--- src/rtl/pixel_transform_sequencer.sv ---
// Issue-side sequencer for the pixel-transform datapath: raster-scans output coordinates
// over a valid/ready handshake, bounds in-flight work with a credit count, pulses done at frame end.
module pixel_transform_sequencer #(
  parameter int WIDTH        = 640,
  parameter int HEIGHT       = 480,
  parameter int XW           = 10,
  parameter int YW           = 9,
  parameter int MAX_INFLIGHT = 32
) (
  input  logic          clk,
  input  logic          reset,
  input  logic          start,
  input  logic          abort,
  output logic          coord_valid,
  input  logic          coord_ready,
  output logic [XW-1:0] x_out,
  output logic [YW-1:0] y_out,
  input  logic          result_valid,
  output logic          busy,
  output logic          done,
  output logic          err,
  output logic [1:0]    state_dbg
);

  // Handshake: a coordinate transfers on any rising edge where coord_valid and
  // coord_ready are both high; x_out/y_out hold steady until that transfer.
  typedef enum logic [1:0] {IDLE, ISSUE, DRAIN, DONE} state_t;

  localparam logic [7:0]    MAX_CNT = 8'(MAX_INFLIGHT);
  localparam logic [XW-1:0] X_LAST  = XW'(WIDTH - 1);
  localparam logic [YW-1:0] Y_LAST  = YW'(HEIGHT - 1);

  state_t        state;
  state_t        state_next;
  logic [XW-1:0] x;
  logic [YW-1:0] y;
  logic [7:0]    inflight;
  logic [7:0]    inflight_next;
  logic          accept;
  logic          last_accept;
  logic          underflow;

  assign coord_valid = (state == ISSUE) && (inflight != MAX_CNT);
  assign accept      = coord_valid && coord_ready;
  assign last_accept = accept && (x == X_LAST) && (y == Y_LAST);
  assign x_out       = x;
  assign y_out       = y;
  assign done        = (state == DONE);
  assign state_dbg   = state;

  // Accept and result in the same cycle cancel; a result with nothing outstanding is an underflow.
  always_comb begin
    inflight_next = inflight;
    underflow     = 1'b0;
    if (accept && !result_valid) begin
      inflight_next = inflight + 8'd1;
    end else if (!accept && result_valid) begin
      if (inflight == 8'd0) underflow = 1'b1;
      else                  inflight_next = inflight - 8'd1;
    end
  end

  always_comb begin
    state_next = state;
    if (abort) begin
      state_next = IDLE;
    end else begin
      case (state)
        IDLE:    if (start) state_next = ISSUE;
        ISSUE:   if (last_accept) state_next = DRAIN;
        DRAIN:   if (inflight_next == 8'd0) state_next = DONE;
        DONE:    state_next = IDLE;
        default: state_next = IDLE;
      endcase
    end
  end

  always_ff @(posedge clk) begin
    if (reset) begin
      state    <= IDLE;
      busy     <= 1'b0;
      x        <= '0;
      y        <= '0;
      inflight <= '0;
      err      <= 1'b0;
    end else begin
      state <= state_next;
      busy  <= (state_next == ISSUE) || (state_next == DRAIN);
      if (abort) begin
        x        <= '0;
        y        <= '0;
        inflight <= '0;
      end else if ((state == IDLE) && start) begin
        x        <= '0;
        y        <= '0;
        inflight <= '0;
        err      <= 1'b0;
      end else begin
        inflight <= inflight_next;
        if (underflow) err <= 1'b1;
        // The final coordinate stays on x/y once issued.
        if (accept && !last_accept) begin
          if (x == X_LAST) begin
            x <= '0;
            y <= y + YW'(1);
          end else begin
            x <= x + XW'(1);
          end
        end
      end
    end
  end

endmodule

--- config.mk ---
export PLATFORM = sky130hd
export DESIGN_NAME = pixel_transform_sequencer
export DESIGN_NICKNAME = d
export VERILOG_FILES = /design/src/rtl/pixel_transform_sequencer.sv
export SDC_FILE = /design/constraint.sdc
export NUM_CORES = 1
export LEC_CHECK = 0
export ABC_AREA = 1
export CAP_MARGIN = 20
export CORE_MARGIN = 2
export CORE_UTILIZATION = 38
export DETAILED_ROUTE_END_ITERATION = 6
export RECOVER_POWER = 25
export SYNTH_ARGS = -nofsm -noshare
export SYNTH_HDL_FRONTEND = slang
export SYNTH_SLANG_ARGS = --single-unit
export TNS_END_PERCENT = 20
--- constraint.sdc ---
create_clock -name clk -period 4.2 [get_ports clk]
set_clock_uncertainty 0.15 [all_clocks]
set_input_delay 1.26 -clock clk [delete_from_list [all_inputs] [get_ports clk]]
set_output_delay 1.26 -clock clk [all_outputs]
set_load 0.01 [all_outputs]
==> flow_summary_export.csv <==
group,metric,value,unit
yosys,yosysUniqueCellTypes,36,
worst_setup_path,cp-startpoint,"coord_ready",
yosys,ys_ff_latch,31,
floorplanning,initial_core_util,0.3959,
outcome,status,"finished, final reports clean",
worst_setup_path,rr_worst_depth,15,
worst_setup_path,rrSetupSlack,1.28,ns
layout,nNetsFinal,343,
yosys,netlist_instances,299,
worst_setup_path,path_max_fanout,11,
floorplanning,core,5107,um2
route,totalWireLength,4677,um
route,route.detailed.drc,0,
power,power_frac_clock,0.426,
worst_setup_path,cp.arrival,3.56,ns
placement,routabilityCongestion,0.8250,
clock_network,clock_path_buffers,2,
route,initialDrtViolationCount,107,
worst_setup_path,crit_required,4.22,ns
layout,instances_no_fill,403,
power,powerDensity,246.8,nW/um2
clock_network,post-cts-setup-buffers,0,
placement,dp.cells,395,
global_routing,overflow,0,
worst_setup_path,slowest_stage,"dlygate4sd3_1",
yosys,yosys_warnings,0,
sta,hold_violations,0,
clock_network,clock-root-buffer,"clkbuf_8",
sta,fin_crit_sh,0.8413,
power,seq_power_share,0.496,
worst_hold_path,hold_class,"reg2reg",
power,power.switching,0.1372,mW
yosys,syn_nets,310,
layout,antennaDiodeCount,0,
sta,relSlewSlack,0.6239,
sta,max_freq,283.0,MHz
sta,fin_setup_tns,0,ns
power,switching_share,0.2279,
worst_setup_path,crit_type,"in2reg",
route,final_antenna_net_count,0,
yosys,synthesis.area,2022,um2
global_routing,grt_first_pass_wirelength,8362,um
worst_setup_path,r2r-end,"y_out[5]",
clock_network,cts_max_level,2,
layout,layout_commonest_cell,"nand2_1",
worst_setup_path,cp-end-kind,"register",
worst_setup_path,crit_end,"y_out[5]",
global_routing,grt_use_total,0.1725,
worst_setup_path,path_cells,"dlygate4sd3_1 > nand3_1 > nor2_2 > inv_2 > nor2_1 > nand4_2 > nor2_2 > nand2_1 > inv_1 > nor2_1 > o21a_1",
layout,nFillCells,529,
floorplanning,dieArea,5921,um2
floorplanning,die_y,76.95,um
layout,multiInputGateArea,1155,um2
yosys,ys_seq_area_frac,0.3069,
sta,worst-slew-pin-transition,0.5625,ns
worst_hold_path,min_from,"x_out[1]",
worst_setup_path,max_stage_delay,0.59,ns
sta,drv_slew,0,
global_routing,grt_pass1_vias,1841,
worst_setup_path,start_kind,"input pin",
run,maxCapViolCount,0,
route,wl_per_cell,11.61,um
sta,period_needed,3.534,ns
placement,port_buffers,30,
placement,dp_hpwl,3605,um
route,drt-pass1-iter-count,4,
clock_network,cts_tree,"done",
layout,final_cell_mix,"61 x nand2_1, 37 x inv_1, 36 x nor2_1, 31 x dfxtp_1, 23 x nand3_1",
sta,setup_viol,0,
floorplanning,ios,31,
power,pwr-share-comb,0.079,
clock_network,cts_sinks,31,
layout,drive_gt1_frac,0.1081,
route,vias,1965,
power,p_int,0.4650,mW
layout,area_growth,20.67,%
sta,rsz0062_at_grt,"no",
yosys,syn_avg_cell_area,6.762,um2
clock_network,cts-hold-fix-buffers,0,
global_routing,antenna_found_initial,0,
floorplanning,dieWidth,76.95,um
clock_network,insertion_delay,0.28,ns
layout,ff_latch_area,620.6,um2
power,ir_drop,193.1,uV
clock_network,path_clk_slew,0.06,ns
clock_network,cts.repair.resized,0,
floorplanning,row_count,26,
global_routing,grt_max_degree,18,
clock_network,cts-buffers-inserted,5,
power,leakage,1.006,nW
route,via_per_inst,4.876,
worst_setup_path,r2r_start,"inflight[0]",
-- cell families after synthesis --
logic type | Yosys count | synth area share
simple gates | 160 | 0.3824
compound gates | 49 | 0.1454
buf+inv | 49 | 0.1120
flops | 31 | 0.3069
fa+ha+maj | 5 | 0.03094
xor+xnor | 4 | 0.01733
mux | 1 | 0.004951
-- power groups by stage --
stage          clock [mW]  combinational (mW)  sequential [mW]
4_1_cts             0.266              0.0494            0.298
3_3_place_gp            0              0.0492            0.305
5_1_grt             0.280              0.0534            0.299
3_5_place_dp            0              0.0491            0.305
6_report            0.256              0.0474            0.298
2_1_floorplan           0              0.0314            0.305
-- through the flow --
stage	utilization	instance area (um2)	setup WS, ns	hold WS [ns]	total power, mW
2_1_floorplan	-	2022	1.604	0.3560	0.3367
3_3_place_gp	0.4620	2360	0.9059	0.3493	0.3543
3_5_place_dp	0.4620	2360	0.8896	0.3496	0.3542
4_1_cts	0.4816	2460	0.8512	0.3601	0.6135
5_1_grt	0.4777	2440	0.4122	0.3907	0.6321
6_report	0.4777	2440	0.6664	0.3515	0.6022
-- cells in the mapped netlist --
master / instances / share of area
a2111oi_2: 1 / 0.0074
a211oi_1: 1 / 0.0037
a21boi_0: 1 / 0.0037
a21oi_1: 21 / 0.052
a21oi_2: 6 / 0.026
and3_1: 1 / 0.0031
buf_12: 1 / 0.0099
buf_4: 1 / 0.0037
buf_6: 3 / 0.017
clkbuf_1: 1 / 0.0019
dfxtp_1: 31 / 0.31
ha_1: 5 / 0.031
inv_1: 36 / 0.067
inv_2: 7 / 0.013
mux2i_1: 1 / 0.0050
nand2_1: 61 / 0.11
nand2_4: 2 / 0.011
nand3_1: 22 / 0.054
nand3_2: 1 / 0.0050
nand3_4: 1 / 0.0087
nand4_1: 7 / 0.022
nand4_2: 2 / 0.012
nor2_1: 35 / 0.065
nor2_2: 5 / 0.015
nor2_4: 2 / 0.011
nor3_1: 14 / 0.035
nor3_2: 2 / 0.0099
nor3b_1: 2 / 0.0074
nor4_1: 3 / 0.0093
o21a_1: 2 / 0.0074
o21ai_0: 11 / 0.027
o21ai_1: 4 / 0.0099
o21ai_2: 1 / 0.0043
o31ai_1: 1 / 0.0037
xnor2_1: 1 / 0.0043
xor2_1: 3 / 0.013
-- layer usage --
layer,track usage,vias up,routed length [um]
met5,0,-,0
met4,0.05455,0,21
met3,0.03765,2,204
met2,0.2711,43,2166
met1,0.2347,877,2285
li1,-,1043,-
-- state kept, by name, indices dropped and copies added (netlist names) --
name,count
x_out,10
state_dbg,2
inflight,8
busy,1
y_out,9
err,1
-- worst min path at each step --
stage / end / slack [ns] / cells past startpoint
3_5_place_dp: x_out[1] / 0.35 / 2
4_1_cts: x_out[1] / 0.36 / 2
2_1_floorplan: x_out[1] / 0.36 / 2
5_1_grt: y_out[0] / 0.39 / 2
3_3_place_gp: x_out[4] / 0.35 / 2
6_report: x_out[1] / 0.35 / 2
-- worst max-delay path: cells and delay by family --
kind	cells	cell delay, ns
buffers and inverters	3	0.70
AND/OR/NAND/NOR	7	1.48
AO/OA/AOI/OAI	1	0.11
-- area by class of cell --
class                   count  area share
repair buffers             32      0.1292
multi-input cells         219      0.4733
well taps                  70     0.03590
flip-flops and latches     31      0.2544
inverters                  43     0.06615
clock buffers               8     0.04103
Power figures use the tool's default switching activity.
